--- src/rtl/axi_slv_port_router.sv ---
// Slave-port front end of the AXI crossbar: decodes AW/AR against the rule map, locks each
// direction to one downstream port while transactions are outstanding, and answers misses with DECERR.

package axi_slv_port_router_pkg;

  typedef struct packed {
    logic [3:0]  id;
    logic [31:0] addr;
    logic [7:0]  len;
    logic [2:0]  size;
    logic [1:0]  burst;
    logic [5:0]  atop;
  } aw_chan_t;

  typedef struct packed {
    logic [31:0] data;
    logic [3:0]  strb;
    logic        last;
  } w_chan_t;

  typedef struct packed {
    logic [3:0] id;
    logic [1:0] resp;
  } b_chan_t;

  typedef struct packed {
    logic [3:0]  id;
    logic [31:0] addr;
    logic [7:0]  len;
    logic [2:0]  size;
    logic [1:0]  burst;
  } ar_chan_t;

  typedef struct packed {
    logic [3:0]  id;
    logic [31:0] data;
    logic [1:0]  resp;
    logic        last;
  } r_chan_t;

  typedef struct packed {
    aw_chan_t aw;
    logic     aw_valid;
    w_chan_t  w;
    logic     w_valid;
    logic     b_ready;
    ar_chan_t ar;
    logic     ar_valid;
    logic     r_ready;
  } req_t;

  typedef struct packed {
    logic    aw_ready;
    logic    ar_ready;
    logic    w_ready;
    logic    b_valid;
    b_chan_t b;
    logic    r_valid;
    r_chan_t r;
  } resp_t;

  typedef struct packed {
    logic [31:0] idx;
    logic [31:0] start_addr;
    logic [31:0] end_addr;
  } rule_t;

  localparam logic [1:0] RespDecErr = 2'b11;

endpackage

module axi_slv_port_router #(
  parameter int unsigned NoMstPorts   = 4,
  parameter int unsigned NoAddrRules  = 4,
  parameter int unsigned MaxTrans     = 8,
  parameter int unsigned AxiIdWidth   = 4,
  parameter int unsigned AxiAddrWidth = 32,
  parameter type req_t  = axi_slv_port_router_pkg::req_t,
  parameter type resp_t = axi_slv_port_router_pkg::resp_t,
  parameter type rule_t = axi_slv_port_router_pkg::rule_t,
  localparam int unsigned DefW = (NoMstPorts > 1) ? $clog2(NoMstPorts) : 1
) (
  input  logic            clk_i,
  input  logic            rst_i,
  input  req_t            slv_req_i,
  output resp_t           slv_resp_o,
  output req_t            mst_reqs_o [NoMstPorts],
  input  resp_t           mst_resps_i [NoMstPorts],
  input  rule_t           addr_map_i [NoAddrRules],
  input  logic            en_default_mst_port_i,
  input  logic [DefW-1:0] default_mst_port_i
);

  localparam int unsigned SelW = $clog2(NoMstPorts + 1);
  localparam int unsigned CntW = $clog2(MaxTrans + 1);
  localparam logic [SelW-1:0] ErrSel = SelW'(NoMstPorts);
  localparam logic [CntW-1:0] MaxCnt = CntW'(MaxTrans);

  typedef enum logic [1:0] {WrIdle, WrData, WrResp, WrAtopHandoff} errWrState_e;
  typedef enum logic {RdIdle, RdData} errRdState_e;

  logic [SelW-1:0] wSel_q, wSel_d, rSel_q, rSel_d;
  logic [CntW-1:0] wCnt_q, wCnt_d, rCnt_q, rCnt_d;
  logic [SelW-1:0] awSel, arSel;
  logic            awAtop, wLockOk, rLockAw, awOk, arOk, wActive, rActive;
  logic            awHs, arHs, bHs, rLastHs;

  req_t  extReq  [NoMstPorts+1];
  resp_t extResp [NoMstPorts+1];
  req_t  errReq;
  resp_t errResp;
  logic  errReqUnused;

  errWrState_e           errWrState_q, errWrState_d;
  errRdState_e           errRdState_q, errRdState_d;
  logic [AxiIdWidth-1:0] errWId_q, errWId_d, errRId_q, errRId_d;
  logic [7:0]            errWLen_q, errWLen_d, errRCnt_q, errRCnt_d;
  logic                  errWAtop_q, errWAtop_d;

  // Highest-indexed matching rule wins; rules pointing past the last port never match.
  function automatic logic [SelW-1:0] decodeAddr(input logic [AxiAddrWidth-1:0] addr);
    logic            hit;
    logic [SelW-1:0] sel;
    hit = 1'b0;
    sel = ErrSel;
    for (int unsigned i = 0; i < NoAddrRules; i++) begin
      if ((addr_map_i[i].idx < NoMstPorts) && (addr >= addr_map_i[i].start_addr) &&
          (addr < addr_map_i[i].end_addr)) begin
        hit = 1'b1;
        sel = SelW'(addr_map_i[i].idx);
      end
    end
    if (!hit) begin
      sel = en_default_mst_port_i ? SelW'(default_mst_port_i) : ErrSel;
    end
    return sel;
  endfunction

  assign awSel  = decodeAddr(slv_req_i.aw.addr);
  assign arSel  = decodeAddr(slv_req_i.ar.addr);
  assign awAtop = slv_req_i.aw.atop[5];

  assign wLockOk = (wCnt_q == '0) || ((awSel == wSel_q) && (wCnt_q < MaxCnt));
  assign rLockAw = (rCnt_q == '0) || ((awSel == rSel_q) && (rCnt_q < MaxCnt));
  assign awOk    = !rst_i && wLockOk && (!awAtop || rLockAw);
  // An atomic AW claims the read lock too, so a competing AR waits until the AW is through.
  assign arOk    = !rst_i && !(slv_req_i.aw_valid && awAtop) &&
                   ((rCnt_q == '0) || ((arSel == rSel_q) && (rCnt_q < MaxCnt)));
  assign wActive = !rst_i && (wCnt_q != '0);
  assign rActive = !rst_i && (rCnt_q != '0);

  always_comb begin
    for (int unsigned p = 0; p < NoMstPorts; p++) begin
      extResp[p] = mst_resps_i[p];
    end
    extResp[NoMstPorts] = errResp;
  end

  always_comb begin
    slv_resp_o = '0;
    for (int unsigned p = 0; p <= NoMstPorts; p++) begin
      extReq[p]          = slv_req_i;
      extReq[p].aw_valid = 1'b0;
      extReq[p].w_valid  = 1'b0;
      extReq[p].b_ready  = 1'b0;
      extReq[p].ar_valid = 1'b0;
      extReq[p].r_ready  = 1'b0;
      if (awSel == SelW'(p)) begin
        extReq[p].aw_valid  = slv_req_i.aw_valid && awOk;
        slv_resp_o.aw_ready = awOk && extResp[p].aw_ready;
      end
      if (arSel == SelW'(p)) begin
        extReq[p].ar_valid  = slv_req_i.ar_valid && arOk;
        slv_resp_o.ar_ready = arOk && extResp[p].ar_ready;
      end
      if (wSel_q == SelW'(p)) begin
        extReq[p].w_valid  = slv_req_i.w_valid && wActive;
        extReq[p].b_ready  = slv_req_i.b_ready && wActive;
        slv_resp_o.w_ready = wActive && extResp[p].w_ready;
        slv_resp_o.b_valid = wActive && extResp[p].b_valid;
        slv_resp_o.b       = extResp[p].b;
      end
      if (rSel_q == SelW'(p)) begin
        extReq[p].r_ready  = slv_req_i.r_ready && rActive;
        slv_resp_o.r_valid = rActive && extResp[p].r_valid;
        slv_resp_o.r       = extResp[p].r;
      end
    end
  end

  always_comb begin
    for (int unsigned p = 0; p < NoMstPorts; p++) begin
      mst_reqs_o[p] = extReq[p];
    end
    errReq = extReq[NoMstPorts];
  end

  assign errReqUnused = ^errReq;

  assign awHs    = slv_req_i.aw_valid && slv_resp_o.aw_ready;
  assign arHs    = slv_req_i.ar_valid && slv_resp_o.ar_ready;
  assign bHs     = slv_resp_o.b_valid && slv_req_i.b_ready;
  assign rLastHs = slv_resp_o.r_valid && slv_req_i.r_ready && slv_resp_o.r.last;

  always_comb begin
    wSel_d = awHs ? awSel : wSel_q;
    wCnt_d = wCnt_q;
    if (awHs && !bHs) begin
      wCnt_d = wCnt_q + CntW'(1);
    end else if (!awHs && bHs) begin
      wCnt_d = wCnt_q - CntW'(1);
    end
    rSel_d = rSel_q;
    if (arHs) begin
      rSel_d = arSel;
    end else if (awHs && awAtop) begin
      rSel_d = awSel;
    end
    rCnt_d = rCnt_q;
    if ((arHs || (awHs && awAtop)) && !rLastHs) begin
      rCnt_d = rCnt_q + CntW'(1);
    end else if (!(arHs || (awHs && awAtop)) && rLastHs) begin
      rCnt_d = rCnt_q - CntW'(1);
    end
  end

  always_ff @(posedge clk_i) begin
    if (rst_i) begin
      wSel_q <= '0;
      rSel_q <= '0;
      wCnt_q <= '0;
      rCnt_q <= '0;
    end else begin
      wSel_q <= wSel_d;
      rSel_q <= rSel_d;
      wCnt_q <= wCnt_d;
      rCnt_q <= rCnt_d;
    end
  end

  // Error responder outputs come from state only, which keeps the routing free of comb loops.
  always_comb begin
    errResp            = '0;
    errResp.aw_ready   = (errWrState_q == WrIdle);
    errResp.w_ready    = (errWrState_q == WrData);
    errResp.b_valid    = (errWrState_q == WrResp);
    errResp.b.id       = errWId_q;
    errResp.b.resp     = axi_slv_port_router_pkg::RespDecErr;
    errResp.ar_ready   = (errRdState_q == RdIdle) && (errWrState_q != WrAtopHandoff);
    errResp.r_valid    = (errRdState_q == RdData);
    errResp.r.id       = errRId_q;
    errResp.r.data     = '0;
    errResp.r.resp     = axi_slv_port_router_pkg::RespDecErr;
    errResp.r.last     = (errRCnt_q == 8'd0);
  end

  always_comb begin
    errWrState_d = errWrState_q;
    errRdState_d = errRdState_q;
    errWId_d     = errWId_q;
    errWLen_d    = errWLen_q;
    errWAtop_d   = errWAtop_q;
    errRId_d     = errRId_q;
    errRCnt_d    = errRCnt_q;
    case (errRdState_q)
      RdIdle: begin
        if (errReq.ar_valid && (errWrState_q != WrAtopHandoff)) begin
          errRdState_d = RdData;
          errRId_d     = errReq.ar.id;
          errRCnt_d    = errReq.ar.len;
        end
      end
      RdData: begin
        if (errReq.r_ready) begin
          if (errRCnt_q == 8'd0) begin
            errRdState_d = RdIdle;
          end else begin
            errRCnt_d = errRCnt_q - 8'd1;
          end
        end
      end
      default: errRdState_d = RdIdle;
    endcase
    case (errWrState_q)
      WrIdle: begin
        if (errReq.aw_valid) begin
          errWrState_d = WrData;
          errWId_d     = errReq.aw.id;
          errWLen_d    = errReq.aw.len;
          errWAtop_d   = errReq.aw.atop[5];
        end
      end
      WrData: begin
        if (errReq.w_valid && errReq.w.last) begin
          errWrState_d = WrResp;
        end
      end
      WrResp: begin
        if (errReq.b_ready) begin
          errWrState_d = errWAtop_q ? WrAtopHandoff : WrIdle;
        end
      end
      WrAtopHandoff: begin
        // Atomic read data reuses the read burst engine once it is free.
        if (errRdState_q == RdIdle) begin
          errRdState_d = RdData;
          errRId_d     = errWId_q;
          errRCnt_d    = errWLen_q;
          errWrState_d = WrIdle;
        end
      end
      default: errWrState_d = WrIdle;
    endcase
  end

  always_ff @(posedge clk_i) begin
    if (rst_i) begin
      errWrState_q <= WrIdle;
      errRdState_q <= RdIdle;
      errWId_q     <= '0;
      errWLen_q    <= '0;
      errWAtop_q   <= 1'b0;
      errRId_q     <= '0;
      errRCnt_q    <= '0;
    end else begin
      errWrState_q <= errWrState_d;
      errRdState_q <= errRdState_d;
      errWId_q     <= errWId_d;
      errWLen_q    <= errWLen_d;
      errWAtop_q   <= errWAtop_d;
      errRId_q     <= errRId_d;
      errRCnt_q    <= errRCnt_d;
    end
  end

endmodule

--- config.mk ---
export PLATFORM = sky130hd
export DESIGN_NAME = axi_slv_port_router
export DESIGN_NICKNAME = d
export VERILOG_FILES = /design/src/rtl/axi_slv_port_router.sv
export SDC_FILE = /design/constraint.sdc
export NUM_CORES = 1
export LEC_CHECK = 0
export BUFFER_PORTS_ARGS = -buffer_cell sky130_fd_sc_hd__buf_2
export CORE_AREA = 2 2 528 530
export DETAILED_ROUTE_END_ITERATION = 16
export DIE_AREA = 0 0 530 532
export GPL_ROUTABILITY_DRIVEN = 0
export HOLD_SLACK_MARGIN = 0.05
export PLACE_DENSITY = 0.33
export SLEW_MARGIN = 20
export SYNTH_ARGS = -nofsm -noshare
export SYNTH_HDL_FRONTEND = slang
export SYNTH_SLANG_ARGS = --single-unit
--- constraint.sdc ---
create_clock -name clk_i -period 12.5 [get_ports clk_i]
set_input_delay 0.625 -clock clk_i [delete_from_list [all_inputs] [get_ports clk_i]]
set_output_delay 0.625 -clock clk_i [all_outputs]
set_load 0.05 [all_outputs]
==> run_results.csv, run 1 <==
group,metric,value,unit
critical_path,data_arrival_critical_path,6.99,ns
sta,final_worst_path_period_share,0.5412,
placement,port_buffers,1113,
hold_path,min_delay_path_depth,2,
pwr,power_switching,1351,uW
clocking,numClockSinks,42,
synthesis,avgSynthCellArea,7.879,um^2
floorplan,chipHeight,532,um
clocking,clock_tree_from_tritoncts,"yes",
floorplan,initial_core_util,0.07680,
sta,worst-slew-pin-transition,1.078,ns
layout,final_core_utilization,0.1003,
hold_path,hp-class,"reg2reg",
layout,num-fill-cells,32390,
route,route.final.wire_length,190100,um
clocking,clockRootBuffer,"clkbuf_16",
critical_path,regToRegStartpoint,"rCnt_q[3]",
flow_run,max_cap_violations,0,
pwr,power.switching_fraction,0.6418,
synthesis,synthesis.area,21180,um^2
sta,grt_setup_unrepaired,"false",
critical_path,cp.buffers_inverters,2,
synthesis,seq_area_frac_synth,0.03970,
status,outcome,"completed",
sta,worst_rel_slew_slack,0.2780,
floorplan,die_area,282000,um^2
sta,timing.hold.ws,0.4937,ns
synthesis,synth-seq-cells,42,
critical_path,critPathKind,"in2reg",
sta,fmax,147.8,MHz
clocking,clk_transition_reported_paths,0.07,ns
clocking,post_cts_buffers,0,
pwr,clock_power_share,0.066,
route,post-route-drc-count,0,
critical_path,cp_max_fo,12,
sta,final.min_clock_period,6.764,ns
critical_path,path_cells,"buf_2 -> ha_1 -> nand4_1 -> nor3_2 -> nand3_1 -> a21oi_1 -> a21oi_1 -> nand3b_1 -> nor3b_1 -> o221ai_1 -> o21ai_1 -> mux2_2 -> o2111ai_1 -> nand2_1 -> ha_1 -> inv_1 -> ha_1 -> a21o_1 -> a21oi_1 -> xnor2_1 -> or3_1 -> a21oi_1",
synthesis,synth-warning-count,0,
synthesis,ys_types,91,
synthesis,synth-edff-count,0,
critical_path,crit_path_frequent_cell,"a21oi_1",
layout,postLayoutCellArea,27650,um^2
clocking,cts_hold_buf,0,
global_route,grt_first_pass_wirelength,236400,um
layout,stdcell_count,7022,
critical_path,required,12.72,ns
sta,final.setup_skew,0.009117,ns
sta,finalSetupTns,0,ns
critical_path,worst_setup_path_end_kind,"flop",
layout,layout-area-overhead-vs-synth,30.56,%
floorplan,pin_count,1369,
sta,setup_viol,0,
placement,dpl.cell_count,6938,
placement,placed_area,27320,um^2
synthesis,synth_nets,3936,
global_route,overflow,0,
synthesis,synth_ff_type,"dfxtp_1",
clocking,cts_inserted_buffers,5,
floorplan,die_width,530,um
route,routed_wire_length_per_instance,27.07,um
route,ant_nets,0,
critical_path,reg2reg_depth,15,
hold_path,hold_path.startpoint,"errWLen_q[0]",
clocking,cts_htree_levels,2,
route,via_count,22910,
layout,final_layout_size_suffix_gt1_frac,0.3878,
global_route,grt_pass1_vias,22590,
critical_path,path_delay_family,"compound AO/OA/AOI/OAI gates",
floorplan,core,275800,um^2
layout,num-nets-final,4488,
pwr,pwr_density_cell,76.15,nW/um^2
route,dr.pass1.iters,5,
pwr,combPwrFrac,0.830,
pwr,seqPwrFrac,0.104,
pwr,vdd_drop_max,0.00004456,V
route,initialDrtViolationCount,1254,
global_route,antenna_found_initial,186,
clocking,clkLatencyLatePin,0.30,ns
floorplan,placementRows,193,
global_route,grt_max_degree,54,
critical_path,reg2reg_slack,8.49,ns
global_route,grt.total_usage,0.1284,
route,via_per_inst,3.263,
synthesis,synthCells,2688,
clocking,post_cts_resize_count,0,
hold_path,holdPathEnd,"errWLen_q[0]",
placement,hpwl,170200,um
critical_path,critical-path-max-stage-delay,0.65,ns
sta,final_hold_viol_count,0,
critical_path,critPathSlowestCell,"a21oi_1",
pwr,p_leak,0.01334,uW
critical_path,cp-start-kind,"primary input",
pwr,p_int,754.2,uW
sta,final_max_slew_viol_count,0,
synthesis,ys_async_sr_fraction,0,
clocking,clockBufferDepth,2,
critical_path,worstReg2RegEnd,"rCnt_q[3]",
cells in the final DEF, fill, tap and decap left out, drive strengths merged, types with 12 or more instances in the layout:
cell type  netlist  routed
ha             511     511
and4            14      14
a211oi          32      32
a21o            86      86
a221oi          12      12
nor2b           60      60
inv            291     292
diode            0      76
a21oi          159     159
nand3           32      32
nand2b          19      19
mux2i           35      35
nand2          110     110
nor3            33      33
nand4           84      84
dfxtp           42      42
a211o           14      14
mux4            43      43
a22oi           16      16
nor2           125     125
nor4            49      49
buf            579    1148
o21ai          114     114
area by class of cell:
cell class | instances | area, um^2 | area share
multi-input combinational | 1752 | 14900 | 0.5388
timing repair buffer | 1148 | 5838 | 0.2111
tap | 3705 | 4636 | 0.1676
inverter | 291 | 1092 | 0.03950
sequential | 42 | 852.1 | 0.03081
antenna | 76 | 190.2 | 0.006878
clock buffer | 5 | 125.1 | 0.004525
clock inverter | 3 | 18.77 | 0.0006787
cell families after synthesis:
| family | share of synthesized area |
|---|---|
| compound gates | 0.1789 |
| buf+inv | 0.2601 |
| mux | 0.06546 |
| fa+ha+maj | 0.3038 |
| simple gates | 0.1450 |
| flops | 0.03970 |
| xor+xnor | 0.007031 |
flip-flops by register name, summed over array words and instances (netlist names), 2 cells and up, named ones only:
register      count
errWId_q          4
wCnt_q            4
rCnt_q            4
errWrState_q      2
rSel_q            3
errRCnt_q         8
errWLen_q         8
wSel_q            3
layer usage:
metal / global-route usage / wire (um)
met1: 0.1316 / 66290
met2: 0.2427 / 99550
met3: 0.03826 / 16530
met4: 0.04586 / 7375
met5: 0 / 328
tightest hold or removal path: cells and delay by family (launching register included):
family,cells,cell delay [ns]
DFF,1,0.32
and+or+nand+nor,1,0.08
muxes,1,0.06
through the flow:
stage                     setup WS, ns  power [uW]
final                            5.736        2106
after global placement           4.386        1990
after CTS                        5.245        2148
after floorplan                  7.155        1522
after detailed placement         4.950        2001
after global routing             4.916        2263
synthesized netlist by cell type (6+ instances only):
master | number | area, um^2
mux2_2 | 6 | 67.56
mux2i_1 | 35 | 350.3
nand2_1 | 110 | 412.9
o2111ai_1 | 10 | 87.58
nand2b_1 | 19 | 118.9
and3_1 | 10 | 62.56
a211oi_1 | 31 | 232.7
mux4_2 | 43 | 968.4
a21oi_1 | 157 | 785.8
buf_4 | 564 | 4234
ha_1 | 511 | 6394
and2_1 | 8 | 50.05
dfxtp_1 | 42 | 840.8
nor3b_1 | 6 | 45.04
inv_1 | 291 | 1092
o211ai_1 | 10 | 75.07
or3_1 | 7 | 43.79
nor3_1 | 30 | 150.1
nand4_1 | 84 | 525.5
o21ai_0 | 109 | 545.5
and4_1 | 13 | 113.9
xor2_1 | 8 | 70.07
o22ai_1 | 11 | 68.82
nor2_1 | 125 | 469.2
nand3_1 | 31 | 155.2
nor4_1 | 49 | 306.5
a211o_1 | 13 | 113.9
or2_2 | 6 | 37.54
a22oi_1 | 16 | 120.1
xnor2_1 | 9 | 78.83
buf_1 | 6 | 22.52
a221oi_1 | 9 | 78.83
nor2b_1 | 60 | 375.4
o21a_1 | 10 | 75.07
clkbuf_1 | 24 | 90.09
a21o_1 | 86 | 645.6
a41oi_1 | 6 | 52.55
worst max path at each step:
stage                   startpoint  depth (start not counted)        end  slack (ns)
floorplan           slv_req_i[110]                         25  rCnt_q[3]        7.15
global placement     slv_req_i[46]                         22  rCnt_q[3]        4.39
detailed placement   slv_req_i[46]                         22  rCnt_q[3]        4.95
CTS                  slv_req_i[46]                         22  rCnt_q[3]        5.25
global route         slv_req_i[46]                         22  rCnt_q[3]        4.92
finish               slv_req_i[46]                         22  rCnt_q[3]        5.74
power groups by stage:
stage | Clock (uW) | Combinational (uW) | Sequential (uW)
after CTS | 144 | 1780 | 220
after detailed placement | 0 | 1780 | 223
after global routing | 150 | 1890 | 225
after global placement | 0 | 1770 | 223
final | 138 | 1750 | 219
after floorplan | 0 | 1340 | 179
No activity file was read; power rests on OpenSTA's default activity.
==> run 2: changes to the inputs <==
clock period = 7 ns   (was 12.5 ns; I/O delays follow)
==> run_results.csv, run 2 (same netlist as run 1, synthesis figures left out) <==
group,metric,value,unit
sta,grt_setup_unrepaired,"false",
route,initialDrtViolationCount,1194,
critical_path,cp_max_fo,9,
critical_path,data_arrival_critical_path,6.24,ns
clocking,post_cts_buffers,0,
route,via_count,23130,
critical_path,cp-start-kind,"primary input",
route,routed_wire_length_per_instance,26.96,um
clocking,clk_transition_reported_paths,0.08,ns
global_route,grt.total_usage,0.1290,
sta,final.setup_skew,0.01067,ns
layout,largestRegisters,"errRCnt_q: 8 flops, errWLen_q: 8 flops",
layout,final_core_utilization,0.1015,
placement,port_buffers,1113,
clocking,clock_tree_from_tritoncts,"yes",
sta,worst_rel_slew_slack,0.3435,
placement,hpwl,173200,um
sta,final_worst_path_period_share,0.8569,
route,route.final.wire_length,190600,um
global_route,overflow,0,
route,ant_nets,0,
sta,worst-slew-pin-transition,0.9766,ns
layout,final_layout_size_suffix_gt1_frac,0.3942,
layout,final_cell_mix,"1113 x buf_2, 511 x ha_1, 291 x inv_1",
critical_path,reg2reg_depth,15,
pwr,p_leak,0.01356,uW
critical_path,required,7.24,ns
critical_path,reg2reg_slack,2.97,ns
hold_path,hp-class,"in2reg",
clocking,clkLatencyLatePin,0.31,ns
layout,stdcell_count,7070,
pwr,vdd_drop_max,0.00007502,V
global_route,grt_max_degree,54,
route,post-route-drc-count,0,
sta,setup_viol,0,
clocking,numClockSinks,42,
global_route,grt_pass1_vias,22840,
floorplan,core,275800,um^2
critical_path,worst_setup_path_end_kind,"flop",
sta,fmax,166.7,MHz
floorplan,pin_count,1369,
floorplan,placementRows,193,
hold_path,holdPathEnd,"errWLen_q[6]",
global_route,antenna_found_initial,206,
sta,finalSetupTns,0,ns
placement,dpl.cell_count,6982,
critical_path,worst_setup_path_startpoint,"slv_req_i[110]",
sta,final.min_clock_period,5.999,ns
clocking,cts_hold_buf,0,
critical_path,regToRegStartpoint,"rSel_q[0]",
sta,final_hold_viol_count,0,
clocking,clockRootBuffer,"clkbuf_16",
sta,final_max_slew_viol_count,0,
floorplan,die_area,282000,um^2
layout,layout_commonest_cell,"buf_2",
status,outcome,"completed",
layout,num-nets-final,4532,
flow_run,max_cap_violations,0,
pwr,total_power_consumption_of_the_routed_design,3805,uW
route,via_per_inst,3.271,
critical_path,worstReg2RegEnd,"rCnt_q[3]",
critical_path,critPathKind,"in2reg",
clocking,post_cts_resize_count,0,
clocking,cts_inserted_buffers,5,
route,dr.pass1.iters,5,
layout,layout-area-overhead-vs-synth,32.15,%
hold_path,hold_path.startpoint,"slv_req_i[108]",
floorplan,chipHeight,532,um
pwr,pwr_density_cell,136.0,nW/um^2
hold_path,min_delay_path_depth,3,
global_route,grt_first_pass_wirelength,237500,um
clocking,cts_htree_levels,2,
floorplan,die_width,530,um
clocking,clockBufferDepth,2,
floorplan,initial_core_util,0.07680,
run 2: changes by cell type in the layout (fill, tap and decap cells not counted), moves of 2 or more:
cell,change
a211oi_1,+2
a211oi_2,-2
buf_4,+45
diode_2,+4
o21ai_0,+2
o21ai_1,-2
run 2: how the worst max path moves through the flow:
stage | endpoint | slack [ns]
after detailed placement | rCnt_q[3] | 0.60
after CTS | rCnt_q[3] | 0.91
final | rCnt_q[3] | 1.00
after global placement | rCnt_q[3] | 0.25
after global routing | rCnt_q[3] | 0.47
after floorplan | rCnt_q[3] | 1.93
run 2: area by class of cell:
class                           count  area [um^2]
Timing Repair Buffer             1192         6176
Inverter                          291         1092
Antenna cell                       80        200.2
Clock inverter                      2        13.76
Multi-Input combinational cell   1752        14870
Clock buffer                        6        150.1
Sequential cell                    42        852.1
Tap cell                         3705         4636
Fill cell                       32360       247800
run 2: worst max-delay path, cell delays in order:
cell       delay (ns)
buf_2            0.20
inv_1            0.17
ha_1             0.32
nand2b_1         0.14
a2111oi_0        0.76
a2bb2oi_1        0.28
and4_4           0.33
o21ai_4          0.12
a211o_2          0.35
a311oi_1         0.42
nor3_1           0.10
o41a_1           0.39
a211o_1          0.38
nor4b_4          0.30
inv_1            0.07
nand2_1          0.08
ha_1             0.18
inv_1            0.09
ha_1             0.29
a21o_1           0.18
a21oi_1          0.16
xnor2_1          0.09
or3_1            0.31
a21oi_1          0.13
run 2: per-stage QoR:
stage | area [um^2] | setup WS, ns | hold slack, ns
after floorplan | 21180 | 1.930 | 0.4517
after global placement | 27610 | 0.2487 | 0.4678
after detailed placement | 27620 | 0.5964 | 0.4796
after CTS | 27790 | 0.9078 | 0.4243
after global routing | 27880 | 0.4738 | 0.4385
final | 27990 | 1.001 | 0.4431
run 2: metal layers:
| layer | share of wire | up-vias | wire length, um | global-route usage |
|---|---|---|---|---|
| met1 | 0.35 | 10780 | 67630 | 0.1343 |
| met3 | 0.091 | 408 | 17310 | 0.04038 |
| met5 | 0.0021 | - | 404 | 0 |
| met2 | 0.51 | 1447 | 97690 | 0.2433 |
| met4 | 0.040 | 60 | 7580 | 0.03792 |
| li1 | - | 10430 | - | - |
run 2: report_power, final:
part | total (uW) | internal [uW] | switching [uW]
Combinational | 3130 | 949 | 2180
Sequential | 392 | 285 | 108
Clock | 280 | 155 | 125
Total | 3810 | 1390 | 2420
==> run 3: changes to the inputs <==
CTS_BUF_LIST = sky130_fd_sc_hd__clkbuf_16   (was default)
GPL_TIMING_DRIVEN = 0   (was default)
==> run_results.csv, run 3 (same netlist as run 1, synthesis figures left out) <==
group,metric,value,unit
layout,layout_commonest_cell,"buf_2",
sta,setup_viol,0,
floorplan,pin_count,1369,
critical_path,critPathSlowestCell,"or4_1",
clocking,clkLatencyLatePin,0.29,ns
clocking,clock_tree_from_tritoncts,"yes",
critical_path,crit_path_frequent_cell,"ha_1",
critical_path,reg2reg_slack,2.47,ns
critical_path,critical-path-max-stage-delay,0.58,ns
sta,grt_setup_unrepaired,"false",
critical_path,reg2reg_depth,14,
route,route.final.wire_length,193700,um
sta,worst_slack,0.3289,ns
hold_path,hold_path.startpoint,"slv_req_i[108]",
sta,final.min_clock_period,6.671,ns
critical_path,cp-start-kind,"primary input",
layout,postLayoutCellArea,33110,um^2
global_route,grt_first_pass_wirelength,242600,um
layout,num-nets-final,5273,
global_route,overflow,0,
status,outcome,"completed",
sta,worst-slew-pin-transition,1.167,ns
route,post-route-drc-count,0,
critical_path,cp.buffers_inverters,2,
route,routed_wire_length_per_instance,24.78,um
clocking,cts_hold_buf,0,
placement,placed_area,32680,um^2
global_route,antenna_found_initial,154,
route,via_per_inst,3.266,
critical_path,cp_max_fo,13,
critical_path,data_arrival_critical_path,6.88,ns
sta,fmax,149.9,MHz
sta,final_hold_viol_count,0,
clocking,clk_transition_reported_paths,0.07,ns
hold_path,holdPathEnd,"errWLen_q[6]",
sta,worst_rel_slew_slack,0.2193,
floorplan,die_area,282000,um^2
route,initialDrtViolationCount,1319,
clocking,numClockSinks,42,
sta,timing.hold.ws,0.4303,ns
layout,final_layout_size_suffix_gt1_frac,0.5032,
floorplan,placementRows,193,
clocking,clockBufferDepth,2,
floorplan,die_width,530,um
critical_path,path_delay_family,"compound AO/OA/AOI/OAI gates",
hold_path,hp-class,"in2reg",
pwr,vdd_drop_max,0.0001111,V
hold_path,min_delay_path_depth,3,
critical_path,path_cells,"buf_2 -> ha_1 -> or4_1 -> a41oi_4 -> or4b_1 -> a2bb2oi_2 -> a32oi_2 -> nand3_1 -> o21ai_2 -> mux2_2 -> o2111ai_1 -> nand2_1 -> ha_1 -> inv_1 -> ha_1 -> a21o_1 -> a21oi_1 -> xnor2_1 -> or3_1 -> a21oi_1",
sta,final_worst_path_period_share,0.9530,
placement,hpwl,172300,um
global_route,grt_pass1_vias,24800,
layout,layout-area-overhead-vs-synth,56.33,%
layout,final_cell_mix,"1321 x buf_2, 572 x buf_4, 511 x ha_1",
critical_path,required,7.21,ns
global_route,grt_max_degree,13,
sta,final_max_slew_viol_count,0,
sta,final.setup_skew,0.008744,ns
pwr,p_leak,0.01689,uW
placement,port_buffers,1316,
clocking,post_cts_resize_count,2,
pwr,pwr_density_cell,130.3,nW/um^2
placement,detailedPlace.worstSlack,-0.6607,ns
route,via_count,25530,
critical_path,critPathKind,"in2reg",
flow_run,max_cap_violations,0,
global_route,grt.total_usage,0.1301,
sta,finalSetupTns,0,ns
clocking,clockRootBuffer,"clkbuf_16",
clocking,post_cts_buffers,0,
clocking,cts_inserted_buffers,5,
clocking,cts_htree_levels,2,
critical_path,worst_setup_path_end_kind,"flop",
critical_path,regToRegStartpoint,"wSel_q[2]",
layout,largestRegisters,"errRCnt_q: 8 flops, errWLen_q: 8 flops",
route,ant_nets,0,
floorplan,core,275800,um^2
critical_path,worstReg2RegEnd,"wCnt_q[3]",
pwr,total_power_consumption_of_the_routed_design,4315,uW
critical_path,worst_setup_path_startpoint,"slv_req_i[43]",
floorplan,chipHeight,532,um
route,dr.pass1.iters,5,
floorplan,initial_core_util,0.07680,
run 3: cell types whose count changed in the layout (fill, tap and decap cells not counted), sizes merged:
cell,previous run,this run
clkinv,1,0
buf,1192,1905
bufinv,0,1
diode,80,87
inv,292,293
clkbuf,6,33
run 3: worst max path at each step:
stage / to / slack [ns] / cells after the start
after global routing: rCnt_q[3] / 0.01 / 23
after detailed placement: rCnt_q[3] / -0.66 / 22
after floorplan: rCnt_q[3] / 1.93 / 25
final: rCnt_q[3] / 0.33 / 20
after CTS: rCnt_q[3] / 0.004 / 20
after global placement: rCnt_q[3] / -2.57 / 22
run 3: layer usage:
| metal | track usage | wire length (um) | up-vias |
|---|---|---|---|
| met5 | 0 | 193 | - |
| met4 | 0.04068 | 7670 | 28 |
| met3 | 0.02108 | 12430 | 290 |
| met2 | 0.2473 | 100400 | 1348 |
| met1 | 0.1451 | 73090 | 11960 |
| li1 | - | - | 11910 |
run 3: final cells by class:
cell class / count / area, um^2
clock inverters: 3 / 37.54
clock buffers: 5 / 125.1
plain buffers: 603 / 4424
inverters: 291 / 1092
diodes: 87 / 217.7
flip-flops and latches: 42 / 840.8
fillers: 32160 / 242700
repair buffers: 1330 / 6733
multi-input cells: 1752 / 15000
well taps: 3705 / 4636
run 3: power breakdown:
part           switching (uW)  internal [uW]  total (uW)
logic                    2530           1170        3710
registers                54.8            283         337
clock network             106            166         272
run 3: worst register-to-register path: stages, from the launching register on:
cell	delay, ns
dfxtp_1	0.93
inv_1	0.16
clkbuf_1	0.45
nor3_2	0.84
a32oi_1	0.22
nor3_1	0.31
nand2_1	0.11
ha_1	0.21
inv_1	0.12
ha_1	0.24
a21o_1	0.17
a21oi_1	0.17
xnor2_1	0.09
or3_1	0.30
a21oi_1	0.13
run 3: stage by stage:
stage	instances	util
4_1_cts	7731	0.1191
3_3_place_gp	7709	0.1175
5_1_grt	7766	0.1196
2_1_floorplan	2688	-
6_report	7818	0.1201
3_5_place_dp	7723	0.1185
